===== src/rtl/pci_arb_if.sv =====
// Bus-side signal bundle between the PCI arbiter (master modport) and the
// requesting devices / bus monitor (slave modport).
interface pci_arb_if #(
  parameter int NUM_DEV = 3,
  parameter int IDX_W   = $clog2(NUM_DEV)
);
  logic [NUM_DEV-1:0] req_n;
  logic               frame_n;
  logic               irdy_n;
  logic [NUM_DEV-1:0] gnt_n;
  logic [IDX_W-1:0]   owner;
  logic               owner_valid;
  logic               timeout;

  modport master (
    input  req_n, frame_n, irdy_n,
    output gnt_n, owner, owner_valid, timeout
  );

  modport slave (
    output req_n, frame_n, irdy_n,
    input  gnt_n, owner, owner_valid, timeout
  );
endinterface


===== src/rtl/pci_arbiter.sv =====
// Round-robin PCI bus arbiter with one dead turnaround cycle between owners
// and grant reclaim on missing FRAME. Define PCI_ARB_PARK_EN to park the bus.
//
// state   | meaning
// IDLE    | no owner; arbitrate pending requests (or park)
// GRANTED | grant issued, waiting for FRAME, request drop or timeout
// BUSY    | transaction in progress, grant held until bus idle
// TURN    | one dead cycle with all grants high, then arbitrate again
module pci_arbiter #(
  parameter int NUM_DEV = 3,
  parameter int TIMEOUT = 16,
  parameter int IDX_W   = $clog2(NUM_DEV)
) (
  input  logic      clk,
  input  logic      reset,
  pci_arb_if.master bus
);

  typedef enum logic [1:0] {S_IDLE, S_GRANTED, S_BUSY, S_TURN} state_t;

  localparam logic [7:0]         TO_LAST  = 8'(TIMEOUT - 1);
  localparam logic [IDX_W-1:0]   LAST_DEV = IDX_W'(NUM_DEV - 1);
  localparam logic [NUM_DEV-1:0] ALL_OFF  = '1;

  state_t             state_q, state_d;
  logic [IDX_W-1:0]   ptr_q, ptr_d;
  logic [7:0]         timer_q, timer_d;
  logic [NUM_DEV-1:0] gnt_q, gnt_d;
  logic [IDX_W-1:0]   owner_q, owner_d;
  logic               valid_q, valid_d;
  logic               timeout_q, timeout_d;

  logic [IDX_W-1:0]   win;
  logic [IDX_W-1:0]   idx_v;
  logic               any_req;
  logic [IDX_W-1:0]   owner_inc;
  logic               arb;

  function automatic logic [NUM_DEV-1:0] grant_mask(input logic [IDX_W-1:0] idx);
    grant_mask = ~(NUM_DEV'(1) << idx);
  endfunction

  assign owner_inc = (owner_q == LAST_DEV) ? '0 : owner_q + 1'b1;

`ifdef PCI_ARB_PARK_EN
  logic parked;
  assign parked = (state_q == S_IDLE) && !gnt_q[owner_q];
`endif

  // First active requester scanning from ptr upward, wrapping at NUM_DEV.
  always_comb begin
    win     = ptr_q;
    any_req = 1'b0;
    idx_v   = '0;
    for (int k = 0; k < NUM_DEV; k++) begin
      idx_v = IDX_W'((int'(ptr_q) + k) % NUM_DEV);
      if (!any_req && !bus.req_n[idx_v]) begin
        win     = idx_v;
        any_req = 1'b1;
      end
    end
  end

  always_comb begin
    state_d   = state_q;
    ptr_d     = ptr_q;
    timer_d   = timer_q;
    gnt_d     = gnt_q;
    owner_d   = owner_q;
    valid_d   = valid_q;
    timeout_d = 1'b0;
    arb       = 1'b0;

    unique case (state_q)
      S_IDLE: arb = 1'b1;
      S_GRANTED: begin
        if (!bus.frame_n) begin
          state_d = S_BUSY;
          ptr_d   = owner_inc;
        end else if (bus.req_n[owner_q]) begin
          state_d = S_TURN;
          gnt_d   = ALL_OFF;
          valid_d = 1'b0;
        end else if (timer_q == TO_LAST) begin
          state_d   = S_TURN;
          gnt_d     = ALL_OFF;
          valid_d   = 1'b0;
          timeout_d = 1'b1;
          ptr_d     = owner_inc;
        end else if (timer_q != 8'hFF) begin
          timer_d = timer_q + 8'd1;
        end
      end
      S_BUSY: begin
        if (bus.frame_n && bus.irdy_n) begin
          state_d = S_TURN;
          gnt_d   = ALL_OFF;
          valid_d = 1'b0;
        end
      end
      S_TURN: arb = 1'b1;
      default: state_d = S_IDLE;
    endcase

    // TURN arbitrates like IDLE so the next grant lands right after the dead cycle.
    if (arb) begin
`ifdef PCI_ARB_PARK_EN
      if (any_req && parked && (win != owner_q)) begin
        state_d = S_TURN;
        gnt_d   = ALL_OFF;
        valid_d = 1'b0;
      end else if (any_req) begin
        state_d = S_GRANTED;
        gnt_d   = grant_mask(win);
        owner_d = win;
        valid_d = 1'b1;
        timer_d = '0;
      end else if (parked && !bus.frame_n) begin
        state_d = S_BUSY;
      end else begin
        state_d = S_IDLE;
        gnt_d   = grant_mask(owner_q);
        valid_d = 1'b0;
      end
`else
      if (any_req) begin
        state_d = S_GRANTED;
        gnt_d   = grant_mask(win);
        owner_d = win;
        valid_d = 1'b1;
        timer_d = '0;
      end else begin
        state_d = S_IDLE;
        gnt_d   = ALL_OFF;
        valid_d = 1'b0;
      end
`endif
    end
  end

  always_ff @(posedge clk) begin
    if (reset) begin
      state_q   <= S_IDLE;
      ptr_q     <= '0;
      timer_q   <= '0;
      gnt_q     <= ALL_OFF;
      owner_q   <= '0;
      valid_q   <= 1'b0;
      timeout_q <= 1'b0;
    end else begin
      state_q   <= state_d;
      ptr_q     <= ptr_d;
      timer_q   <= timer_d;
      gnt_q     <= gnt_d;
      owner_q   <= owner_d;
      valid_q   <= valid_d;
      timeout_q <= timeout_d;
    end
  end

  assign bus.gnt_n       = gnt_q;
  assign bus.owner       = owner_q;
  assign bus.owner_valid = valid_q;
  assign bus.timeout     = timeout_q;

endmodule


===== src/flat_wrapper.sv =====
// flat-port wrapper written by rule: the top's interface ports become plain ports
module pci_arbiter_flat 
#(
  parameter int NUM_DEV = 3,
  parameter int TIMEOUT = 16,
  parameter int IDX_W   = $clog2(NUM_DEV)
)
  (clk, reset, bus_req_n, bus_frame_n, bus_irdy_n, bus_gnt_n, bus_owner, bus_owner_valid, bus_timeout);
  pci_arb_if #(.NUM_DEV(NUM_DEV), .IDX_W(IDX_W)) bus_i ();
  input  logic clk;
  input  logic reset;
  input wire logic [$bits(bus_i.req_n)-1:0] bus_req_n;
  input wire logic [$bits(bus_i.frame_n)-1:0] bus_frame_n;
  input wire logic [$bits(bus_i.irdy_n)-1:0] bus_irdy_n;
  output wire logic [$bits(bus_i.gnt_n)-1:0] bus_gnt_n;
  output wire logic [$bits(bus_i.owner)-1:0] bus_owner;
  output wire logic [$bits(bus_i.owner_valid)-1:0] bus_owner_valid;
  output wire logic [$bits(bus_i.timeout)-1:0] bus_timeout;
  assign bus_i.req_n = bus_req_n;
  assign bus_i.frame_n = bus_frame_n;
  assign bus_i.irdy_n = bus_irdy_n;
  assign bus_gnt_n = bus_i.gnt_n;
  assign bus_owner = bus_i.owner;
  assign bus_owner_valid = bus_i.owner_valid;
  assign bus_timeout = bus_i.timeout;
  pci_arbiter #(.NUM_DEV(NUM_DEV), .TIMEOUT(TIMEOUT), .IDX_W(IDX_W)) u_core (.clk(clk), .reset(reset), .bus(bus_i));
endmodule

===== config.mk =====
export PLATFORM = sky130hd
export DESIGN_NAME = pci_arbiter_flat
export DESIGN_NICKNAME = d
export VERILOG_FILES = /design/src/rtl/pci_arb_if.sv /design/src/rtl/pci_arbiter.sv /design/src/flat_wrapper.sv
export SDC_FILE = /design/constraint.sdc
export NUM_CORES = 1
export LEC_CHECK = 0
export ABC_CLOCK_PERIOD_IN_PS = 2730
export CAP_MARGIN = 15
export CORE_MARGIN = 2
export CORE_UTILIZATION = 36
export DETAILED_ROUTE_END_ITERATION = 12
export HOLD_SLACK_MARGIN = 0.05
export SLEW_MARGIN = 20
export SYNTH_ARGS = -nofsm -noshare
export SYNTH_HDL_FRONTEND = slang
export SYNTH_SLANG_ARGS = --single-unit

===== constraint.sdc =====
create_clock -name clk -period 2.73 [get_ports clk]
set_clock_uncertainty 0.05 [all_clocks]
set_input_delay 0.546 -clock clk [delete_from_list [all_inputs] [get_ports clk]]
set_output_delay 0.546 -clock clk [all_outputs]
set_load 0.005 [all_outputs]

* Word level (Yosys, flattened, before mapping)
Cells that the tools add are included.
** Word-level totals
- Logic and storage cells :: 96
- Output and inout port bits :: 7
- Flip-flop bits (word level) :: 19
- Input port bits :: 7
** Operators by class
- Order comparisons :: 4
- Div/mod/pow operators :: 3
- Equality and inequality tests :: 12
- Shifts and indexed selects :: 1
- $add $sub $neg :: 4
- Mux-type cells :: 48
- Reductions and logical operators :: 14
- Bitwise operators :: 3
** Operator list (number)
- 32-bit by 3-bit remainder unit with 32-bit output, second input constant :: 2
- 8-bit 2-to-1 mux :: 7
- 3-bit by 3-bit remainder unit with 32-bit output, second input constant :: 1
- 2-bit 2-to-1 mux :: 12
- 3-bit 2-to-1 mux :: 6
- 1-bit 2-to-1 mux :: 16
- 2-bit by 3-bit less-than comparator with 1-bit output, second input constant :: 4
- 8-bit by 1-bit adder with 8-bit output, second input constant :: 1
- 1-bit binary-select mux with 2-bit select :: 4
- 8-bit by 4-bit equality test with 1-bit output, second input constant :: 1
- 8-bit inequality test, second input constant :: 1
- 2-bit equality test, second input constant :: 3
- 3-bit case mux with 2 select lines :: 1
- 3-bit AND reduction :: 2
- 5-bit by 2-bit inequality test with 1-bit output, second input constant :: 1
- 4-bit by 1-bit inequality test with 1-bit output, second input constant :: 1
- 2-bit case mux with 2 select lines :: 1
- 4-bit AND reduction :: 1
- 4-bit OR reduction :: 1
- 2-bit by 1-bit adder with 3-bit output, second input constant :: 1
- 2-bit by 2-bit adder with 3-bit output, second input constant :: 1
- 1-bit logical AND :: 3
- 1-bit logical NOT :: 3
- 3-bit by 1-bit inequality test with 1-bit output, second input constant :: 1
- other kinds (13) :: 14

* Logic depth before layout (Yosys ltp)
Gate-level depths: netlist of the first run.
- Word-level depth :: 14
- Depth in mapped cells :: 9
- Mapped depth without buffers :: 8

* Worst setup path before layout of the first run
OpenSTA, ideal clock, no wires.
- Kind :: register to register
- Start point :: register u_core.ptr_q[0]
- End point :: register u_core.owner_q[0] (netlist: u_core.bus.owner[0])
- Clock period less this slack :: 2117 ps
- Setup time :: 115 ps
- Cell stages (with the launch flop) :: 9
- Path slack :: 613 ps
- Data arrival time :: 1952 ps
- Buffers on the path :: 1
- Required time :: 2565 ps
- Cell sequence :: dfxtp_1 > inv_1 > ha_1 > buf_2 > nand2b_1 > a221o_1 > a32o_1 > and3_4 > o21a_1
** Between the ends
- Cells in the longest elaborated chain, start to end :: 11
- Elaborated cells on any way between the ends :: 23
- Classes of those cells :: 2 x add/sub; 3 x div; 12 x mux; 6 x reduce/logical
** RTL lines
- start: declaration :: line pci_arbiter.sv:26 : logic [IDX_W-1:0] ptr_q, ptr_d;
- start signal: assignment :: line pci_arbiter.sv:152 : ptr_q <= ptr_d;
- 2-bit by 1-bit adder with 3-bit output :: line pci_arbiter.sv:56 : idx_v = IDX_W'((int'(ptr_q) + k) % NUM_DEV);
- 32-bit by 3-bit remainder unit with 32-bit output :: line pci_arbiter.sv:56
- 1-bit binary-select mux with 2-bit select :: line pci_arbiter.sv:57 : if (!any_req && !bus.req_n[idx_v]) begin
- 1-bit 2-to-1 mux (implied by the code) :: line pci_arbiter.sv:57
- 1-bit logical NOT :: line pci_arbiter.sv:57
- 1-bit logical AND :: line pci_arbiter.sv:57
- 1-bit 2-to-1 mux :: line pci_arbiter.sv:57
- 1-bit logical NOT :: line pci_arbiter.sv:57
- 1-bit logical AND :: line pci_arbiter.sv:57
- 1-bit 2-to-1 mux :: line pci_arbiter.sv:57
- 2-bit AND reduction (no line)
- end signal: assignment :: line pci_arbiter.sv:155 : owner_q <= owner_d;
- end: declaration :: line pci_arbiter.sv:29 : logic [IDX_W-1:0] owner_q, owner_d;
Parallel ways exist; a longest one is shown, timed or not. The select of a mux whose other input is x is not followed.
A chain may end at the register's enable or synchronous reset.

* Worst setup path in the final report of the first run
- Start point :: register u_core.ptr_q[0]
- End point :: register u_core.gnt_q[2] (netlist: u_core.bus.gnt_n[2])
** Between the ends
- Cells in the longest elaborated chain, start to end :: 14
- Elaborated cells on any way between the ends :: 26
- Classes of those cells :: 2 x add/sub; 3 x div; 1 x shift; 14 x mux; 1 x bitwise; 5 x reduce/logical
** RTL lines
- 2-bit by 1-bit adder with 3-bit output :: line pci_arbiter.sv:56
- 32-bit by 3-bit remainder unit with 32-bit output :: line pci_arbiter.sv:56
- 1-bit binary-select mux with 2-bit select :: line pci_arbiter.sv:57
- 1-bit 2-to-1 mux (implied by the code) :: line pci_arbiter.sv:57
- 1-bit logical NOT :: line pci_arbiter.sv:57
- 1-bit logical AND :: line pci_arbiter.sv:57
- 1-bit 2-to-1 mux :: line pci_arbiter.sv:57
- 1-bit logical NOT :: line pci_arbiter.sv:57
- 1-bit logical AND :: line pci_arbiter.sv:57
- 2-bit 2-to-1 mux :: line pci_arbiter.sv:57
- 1-bit by 2-bit << shifter with 3-bit output :: line pci_arbiter.sv:40 : grant_mask = ~(NUM_DEV'(1) << idx);
- 3-bit NOT :: line pci_arbiter.sv:40
- 3-bit 2-to-1 mux (*) :: line pci_arbiter.sv:126 : if (any_req) begin
- 3-bit 2-to-1 mux (*) :: line pci_arbiter.sv:106 : if (arb) begin
- end signal: assignment :: line pci_arbiter.sv:154 : gnt_q <= gnt_d;
- end: declaration :: line pci_arbiter.sv:28 : logic [NUM_DEV-1:0] gnt_q, gnt_d;
Mark *: on every way between the ends. The rest lies on a longest branch, timed or not. The select of a mux whose other input is x is not followed.

==> reports/metrics.cfg, run 1 <==
[final_layout]
drive_gt1_frac = 0.0958
nFillCells = 378
finish.instance_area_sq_um = 1480
syn2layout_area_growth_pct = 16.4
fin_nets = 182
multi_input_area_sq_um = 825
seq_area_sq_um = 380
final_util = 0.439
antenna_cells = 0

[critical_path]
required_ns = 2.84
arrival_ns = 2.51
crit_start = u_core.ptr_q[0]
r2r_slack_ns = 0.33
timing.critical_path.to = u_core.bus.gnt_n[2]
critPathKind = flip-flop to flip-flop
rr_worst_depth = 8
worst_setup_path_end_kind = flip-flop
r2r_start = u_core.ptr_q[0]
r2r_end = u_core.bus.gnt_n[2]
crit_path_max_fanout = 11
start_kind = flip-flop

[synthesis]
syn-num-nets = 168
syn_avg_cell_area_sq_um = 8.24
seq_area_frac_synth = 0.300
synth_edf_count = 0
async_reset_ff_frac = 0
netlist_area_sq_um = 1270
yosysWarnings = 0
ys_ff_latch = 19
ys.flop_type = dfxtp_1
syn_inst = 154
ys_types = 50

[sta]
fin_setup_tns_ns = 0
max_freq_mhz = 417
slew_viol_final = 0
grt_setup_unrepaired = no
setup_viol = 0
period_minus_slack_ns = 2.40
period_share = 0.877
final-hold-violation-count = 0
setup_slack_ns = 0.335
relSlewSlack = 0.728
tightest_slew_ns = 0.408

[floorplan]
fp-row-count = 21
fp.dieH_microns = 63.4
chipWidth_microns = 63.4
die_area_sq_um = 4020
fp.coreArea_sq_um = 3360
start_util = 0.377
pin_count = 14

[pwr]
max-vdd-ir-drop_uv = 550
p_leak_nw = 0.525
p_per_area_nw_per_um2 = 767

[clock_network]
ctsHoldBuffers = 0
numCtsBuffers = 3
cts_sinks = 19
clock_latency_ns = 0.29
htree_levels = 1
root_buffer = clkbuf_4
post_cts_resized = 0
post-cts-setup-buffers = 0
cts_buffer_depth = 2
clk_transition_reported_paths_ns = 0.11
cts_tree = done

[global_routing]
gr-usage-all-layers = 0.144
grt_pass1_vias = 1075
grt_max_degree = 12
grt_pass1_wl_microns = 4710
antenna_found_initial = 0
overflow = 0

[detailed_routing]
drc = 0
avgRoutedWirePerCell_microns = 12.6
vias = 1136
drtPass1Iterations = 4
ant_nets = 0
totalWireLength_microns = 2680
viasPerCell = 5.33
first_iter_violations = 105

[min_path]
hold_start = u_core.bus.owner_valid
hold_path.class = flip-flop to flip-flop

[place]
placed_cell_area_sq_um = 1450
dp_slack_ns = 0.147
post-dp-hpwl_microns = 2050
portBuffers = 13
gp_congestion = 0.823

[run_status]
status = finished, final reports clean

[job]
max-cap-violations = 0

state kept, by name, indices dropped and copies added (netlist names):
| register | flops |
|---|---|
| u_core.bus.timeout | 1 |
| u_core.bus.owner | 2 |
| u_core.bus.gnt_n | 3 |
| u_core.ptr_q | 2 |
| u_core.bus.owner_valid | 1 |
| u_core.timer_q | 8 |
| u_core.state_q | 2 |
layer usage:
metal	wire length, microns	vias to the layer above	GRT usage
li1	-	594	-
met1	1360	525	0.190
met2	1230	15	0.237
met3	63	2	0.0196
met4	23	0	0.0543
met5	0	-	0
layout by cell type, fill, tap and decap left out, drive strengths merged, types with 3 or more instances in the layout:
master	count
a21oi	13
a31oi	4
and3	5
buf	3
clkbuf	3
clkdlybuf4s50	13
dfxtp	19
ha	7
inv	9
mux2i	8
nand2	13
nand2b	4
nand3	5
nand4b	3
nor2	13
nor3	8
o21ai	4
power breakdown:
| group | switching (mW) | internal, mW | leakage, nW |
|---|---|---|---|
| clock | 0.0892 | 0.0545 | 0.0177 |
| combinational | 0.319 | 0.292 | 0.352 |
| sequential | 0.0497 | 0.329 | 0.155 |
| total | 0.458 | 0.675 | 0.525 |
how the worst min path moves through the flow:
stage,end,depth (start not counted),slack (ns)
finish,u_core.bus.owner_valid,2,0.46
detailed placement,u_core.bus.owner_valid,2,0.44
floorplan,u_core.ptr_q[1],2,0.41
global placement,u_core.bus.owner_valid,2,0.43
global route,u_core.state_q[1],2,0.50
CTS,u_core.bus.owner_valid,2,0.47
Yosys cell counts (all sizes together) (2+ instances only):
master / count / share of area
dfxtp: 19 / 0.30
and3: 5 / 0.029
nand3: 5 / 0.020
a21boi: 2 / 0.015
o21ai: 4 / 0.016
buf: 4 / 0.015
nor2b: 2 / 0.0099
o32ai: 2 / 0.020
mux2i: 8 / 0.063
nand2: 13 / 0.038
or2: 2 / 0.0099
nor4: 2 / 0.015
nor3: 8 / 0.039
nand4b: 3 / 0.021
nor2: 13 / 0.038
a21oi: 13 / 0.051
a311oi: 2 / 0.024
nand2b: 4 / 0.020
clkbuf: 3 / 0.0089
inv: 9 / 0.027
ha: 7 / 0.069
a31oi: 4 / 0.020
cell families (layout without fill, tap and decap cells):
group	after synthesis	after routing	synth area share
buffers and inverters	16	29	0.0503
AO/OA/AOI/OAI	39	39	0.229
adder cells (fa/ha/maj)	7	7	0.0690
multiplexers	8	8	0.0631
flip-flops	19	19	0.300
XOR/XNOR	1	1	0.00690
AND/OR/NAND/NOR	64	64	0.282
final cells by class:
type	count	share of cell area
clock buffers	3	0.0153
clock inverters	1	0.00339
inverters	9	0.0229
multi-input cells	119	0.558
flip-flops and latches	19	0.258
well taps	46	0.0390
repair buffers	16	0.103
through the flow:
| step | total power [mW] | instances | hold WS (ns) |
|---|---|---|---|
| finish | 1.13 | 213 | 0.459 |
| global route | 1.23 | 213 | 0.503 |
| CTS | 1.14 | 213 | 0.466 |
| detailed placement | 0.994 | 209 | 0.438 |
| global placement | 0.984 | 209 | 0.429 |
| floorplan | 0.807 | 154 | 0.411 |
worst max-delay path, cell delays in order (launching register included):
cell      delay [ns]
dfxtp_1         0.44
inv_1           0.07
ha_1            0.47
nand2_1         0.11
or2_0           0.23
a221o_1         0.29
a32o_1          0.27
a21boi_1        0.20
a41oi_1         0.14
No activity file was read; power rests on OpenSTA's default activity.
==> run 2: changes to the inputs <==
--- a/config.mk
+++ b/config.mk
@@ -5,12 +5,14 @@
 export SDC_FILE = /design/constraint.sdc
 export NUM_CORES = 1
 export LEC_CHECK = 0
-export ABC_CLOCK_PERIOD_IN_PS = 2730
+export ABC_CLOCK_PERIOD_IN_PS = 3100
 export CAP_MARGIN = 15
 export CORE_MARGIN = 2
 export CORE_UTILIZATION = 36
+export CTS_BUF_LIST = sky130_fd_sc_hd__clkbuf_2 sky130_fd_sc_hd__clkbuf_4 sky130_fd_sc_hd__clkbuf_8
 export DETAILED_ROUTE_END_ITERATION = 12
 export HOLD_SLACK_MARGIN = 0.05
+export RECOVER_POWER = 25
 export SLEW_MARGIN = 20
 export SYNTH_ARGS = -nofsm -noshare
 export SYNTH_HDL_FRONTEND = slang
==> constraint.sdc (replaced) <==
create_clock -name clk -period 3.1 [get_ports clk]
set_clock_uncertainty 0.05 [all_clocks]
set_input_delay 0.62 -clock clk [delete_from_list [all_inputs] [get_ports clk]]
set_output_delay 0.62 -clock clk [all_outputs]
set_load 0.005 [all_outputs]
==> run 2 against run 1 <==
  * Sequential cell count stayed put
  * First-iteration DRC count grew 5.7%
  * Critical path type is now input pin to flip-flop
  * Clock power shrank 10%
  * Core utilization shrank 0.37 points
  * Via count is 2.6% higher
  * Largest cell class unchanged
  * Global-route usage decreased by 0.94 points
  * Final area shrank 0.85%
  * Combinational power shrank 16%
  * Count of clock-buffer cells in the layout is 1 higher
  * Largest power group unchanged
  * Worst setup slack gained 0.25 ns
  * Sequential power shrank 12%
  * Non-clock buffer count is 2 lower
==> reports/metrics.cfg, run 2 (synthesis results as in run 1) <==
[detailed_routing]
ant_nets = 0
first_iter_violations = 111
viasPerCell = 5.52
drtPass1Iterations = 4
avgRoutedWirePerCell_microns = 12.8
vias = 1165
totalWireLength_microns = 2690
drc = 0

[final_layout]
antenna_cells = 0
drive_gt1_frac = 0.0848
nFillCells = 373
layout_commonest_cell = dfxtp_1
fin_cells = 211
mostFrequentLayoutCells = 19 x dfxtp_1, 13 x nand2_1, 13 x a21oi_1, 13 x nor2_1, 9 x inv_1
top_register = u_core.timer_q
largest_reg_flops = 8
seq_area_sq_um = 380
fin_nets = 180
syn2layout_area_growth_pct = 15.4
multi_input_area_sq_um = 825

[floorplan]
die_area_sq_um = 4020
fp.coreArea_sq_um = 3360
chipWidth_microns = 63.4
fp-row-count = 21
start_util = 0.377
fp.dieH_microns = 63.4
pin_count = 14

[clock_network]
root_buffer = clkbuf_4
clock_latency_ns = 0.28
cts_buffer_depth = 2
numCtsBuffers = 3
clk_transition_reported_paths_ns = 0.10
post-cts-setup-buffers = 0
cts_sinks = 19
post_cts_resized = 0
ctsHoldBuffers = 0
cts_tree = done
htree_levels = 1

[sta]
whs_ns = 0.452
period_share = 0.812
relSlewSlack = 0.698
tightest_slew_ns = 0.451
fin_setup_tns_ns = 0
period_minus_slack_ns = 2.52
final-hold-violation-count = 0
setup_viol = 0
max_freq_mhz = 397
grt_setup_unrepaired = no
slew_viol_final = 0

[job]
max-cap-violations = 0

[critical_path]
arrival_ns = 2.62
r2r_end = u_core.bus.gnt_n[2]
r2r_slack_ns = 0.63
start_kind = input pin
worst_setup_path_end_kind = flip-flop
rr_worst_depth = 8
crit_path_max_fanout = 8
critPathKind = input pin to flip-flop
r2r_start = u_core.ptr_q[0]
required_ns = 3.20

[pwr]
p_leak_nw = 0.514
max-vdd-ir-drop_uv = 380
p_per_area_nw_per_um2 = 664
p_total_mw = 0.972

[run_status]
status = finished, final reports clean

[global_routing]
gr-usage-all-layers = 0.134
antenna_found_initial = 0
grt_max_degree = 14
overflow = 0
grt_pass1_vias = 1060
grt_pass1_wl_microns = 4490

[place]
dp.cells = 207
post-dp-hpwl_microns = 2090
portBuffers = 13
gp_congestion = 0.864

[min_path]
min_to = u_core.ptr_q[1]
hold_path.class = flip-flop to flip-flop
hold_start = u_core.ptr_q[1]
hold_depth = 2

## run 2: worst max-delay path by stage
stage / depth (start not counted) / start / end / slack (ns)
finish: 7 / bus_req_n[2] / u_core.bus.gnt_n[2] / 0.58
detailed placement: 7 / bus_req_n[2] / u_core.bus.gnt_n[2] / 0.38
CTS: 8 / u_core.ptr_q[0] / u_core.bus.gnt_n[2] / 0.65
global route: 8 / u_core.ptr_q[0] / u_core.bus.gnt_n[2] / 0.47
floorplan: 8 / u_core.ptr_q[0] / u_core.bus.owner[0] / 0.98
global placement: 7 / bus_req_n[1] / u_core.bus.gnt_n[2] / 0.42
## run 2: stage by stage
step | utilization | worst slack, ns | area, sq um
global placement | 0.426 | 0.420 | 1430
finish | 0.435 | 0.583 | 1460
CTS | 0.435 | 0.648 | 1460
global route | 0.435 | 0.472 | 1460
detailed placement | 0.426 | 0.378 | 1430
floorplan | - | 0.983 | 1270
## run 2: layout make-up
| class | instances | share of cell area |
|---|---|---|
| Multi-Input combinational cell | 119 | 0.563 |
| Inverter | 9 | 0.0231 |
| Clock buffer | 4 | 0.0205 |
| Timing Repair Buffer | 14 | 0.0940 |
| Sequential cell | 19 | 0.260 |
| Tap cell | 46 | 0.0393 |
## run 2: power breakdown
group          internal [mW]  switching [mW]  leakage, nW
clock network         0.0586          0.0702       0.0184
registers              0.290          0.0414        0.155
logic                  0.235           0.277        0.341
## run 2: metal layers
metal / vias to the layer above / global-route usage / share of wire
met5: - / 0 / 0
met4: 0 / 0.0326 / 0.011
met3: 2 / 0.0196 / 0.031
met2: 24 / 0.236 / 0.48
met1: 549 / 0.172 / 0.48
li1: 590 / - / -
## run 2: critical path, stage by stage
cell	delay (ns)
dlygate4sd3_1	0.69
nand2_1	0.13
or2_0	0.24
a221o_1	0.29
a32o_1	0.28
a21boi_1	0.22
a41oi_1	0.15
==> run 3: changes to the inputs <==
--- a/config.mk
+++ b/config.mk
@@ -5,7 +5,7 @@
 export SDC_FILE = /design/constraint.sdc
 export NUM_CORES = 1
 export LEC_CHECK = 0
-export ABC_CLOCK_PERIOD_IN_PS = 3100
+export ABC_CLOCK_PERIOD_IN_PS = 2540
 export CAP_MARGIN = 15
 export CORE_MARGIN = 2
 export CORE_UTILIZATION = 36
==> constraint.sdc (replaced) <==
create_clock -name clk -period 2.54 [get_ports clk]
set_clock_uncertainty 0.05 [all_clocks]
set_input_delay 0.508 -clock clk [delete_from_list [all_inputs] [get_ports clk]]
set_output_delay 0.508 -clock clk [all_outputs]
set_load 0.005 [all_outputs]
==> run 3 against run 2 <==
  * Largest cell class unchanged
  * Final cell count up 1.9%
  * Via count is 0.69% lower
  * Core utilization increased by 0.97 points
  * Power up 26%
  * Hold slack worse by 0.0046 ns
  * Critical path type is now flip-flop to flip-flop
  * Non-clock buffer count is 4 higher
  * First-iteration DRC count up 19%
  * Sequential share of layout area fell by 0.56 points
==> reports/metrics.cfg, run 3 (synthesis results as in run 1) <==
[run_status]
status = finished, final reports clean

[final_layout]
multi_input_area_sq_um = 827
fin_nets = 184
layout_commonest_cell = dfxtp_1
fin_cells = 215
seq_area_sq_um = 380
antenna_cells = 0
drive_gt1_frac = 0.112
top_register = u_core.timer_q
largest_reg_flops = 8
final_util = 0.445
syn2layout_area_growth_pct = 17.9
nFillCells = 357
mostFrequentLayoutCells = 19 x dfxtp_1, 13 x nand2_1, 13 x a21oi_1, 13 x nor2_1, 9 x inv_1

[floorplan]
fp.coreArea_sq_um = 3360
die_area_sq_um = 4020
start_util = 0.377
fp.dieH_microns = 63.4
chipWidth_microns = 63.4
fp-row-count = 21
pin_count = 14

[sta]
setup_slack_ns = 0.204
grt_setup_unrepaired = no
tightest_slew_ns = 0.393
period_share = 0.920
max_freq_mhz = 428
final-hold-violation-count = 0
period_minus_slack_ns = 2.34
relSlewSlack = 0.738
setup_viol = 0
slew_viol_final = 0
fin_setup_tns_ns = 0

[detailed_routing]
vias = 1157
drtPass1Iterations = 4
viasPerCell = 5.38
avgRoutedWirePerCell_microns = 12.8
drc = 0
first_iter_violations = 132
ant_nets = 0
totalWireLength_microns = 2750

[place]
portBuffers = 13
post-dp-hpwl_microns = 2120
dp_slack_ns = 0.0136
dp.cells = 211
gp_congestion = 0.883

[min_path]
hold_path.class = flip-flop to flip-flop
hold_start = u_core.bus.owner_valid

[clock_network]
root_buffer = clkbuf_4
numCtsBuffers = 3
clock_latency_ns = 0.29
cts_sinks = 19
post-cts-setup-buffers = 0
cts_buffer_depth = 2
cts_tree = done
htree_levels = 1
clk_transition_reported_paths_ns = 0.11

[global_routing]
overflow = 0
grt_max_degree = 13
gr-usage-all-layers = 0.146
grt_pass1_wl_microns = 4800
antenna_found_initial = 0
grt_pass1_vias = 1104

[job]
max-cap-violations = 0

[pwr]
max-vdd-ir-drop_uv = 574
power.switching_mw = 0.488
p_leak_nw = 0.532
p_int_mw = 0.736
switching_share = 0.399
power_frac_seq = 0.330
p_total_mw = 1.22
pwr-share-clk = 0.135
p_per_area_nw_per_um2 = 818
combPwrFrac = 0.536

[critical_path]
start_kind = flip-flop
r2r_start = u_core.ptr_q[0]
crit_start = u_core.ptr_q[0]
critPathKind = flip-flop to flip-flop
crit_path_max_fanout = 11
worst_setup_path_end_kind = flip-flop
r2r_slack_ns = 0.20
required_ns = 2.66
arrival_ns = 2.45

-- run 3: final timing paths --
kind	cells after the start	end
worst max-delay path	8	u_core.bus.gnt_n[2]
worst min-delay path	2	u_core.bus.owner_valid
worst max register to register	8	u_core.bus.gnt_n[2]
worst min register to register	2	u_core.bus.owner_valid
-- run 3: worst max-delay path, cell delays in order, from the launching register on --
cell      delay (ns)
dfxtp_1         0.43
inv_1           0.07
ha_2            0.42
nand2_1         0.09
or2_0           0.23
a221o_1         0.30
a32o_1          0.28
a21boi_1        0.20
a41oi_1         0.14
-- run 3: metrics by stage --
| step | instance area (sq um) | hold WS [ns] |
|---|---|---|
| after floorplan | 1270 | 0.411 |
| after global placement | 1460 | 0.430 |
| after detailed placement | 1460 | 0.432 |
| after CTS | 1490 | 0.460 |
| after global routing | 1500 | 0.505 |
| final | 1500 | 0.448 |
-- run 3: layout make-up --
class | count | share of cell area
multi-input cells | 119 | 0.553
inverters | 9 | 0.0226
well taps | 46 | 0.0385
flip-flops and latches | 19 | 0.254
clock buffers | 4 | 0.0201
repair buffers | 18 | 0.112
-- run 3: layer usage --
layer / wire length (microns) / part of all wire / GRT usage
met5: 0 / 0 / 0
met4: 38 / 0.014 / 0.0652
met3: 81 / 0.029 / 0.0179
met2: 1310 / 0.47 / 0.232
met1: 1330 / 0.48 / 0.197
-- run 3: power groups by stage --
stage                     logic (mW)  clock network (mW)  registers [mW]
after detailed placement       0.661                   0           0.412
after floorplan                0.464                   0           0.404
after CTS                      0.663               0.170           0.405
after global placement         0.645                   0           0.409
after global routing           0.728               0.186           0.414
final                          0.656               0.165           0.404
-- run 3: repair_timing --
action                                  CTS  global route
hold buffers                              0             0
gates resized for setup                   0             1
endpoints found under the setup margin    0             3
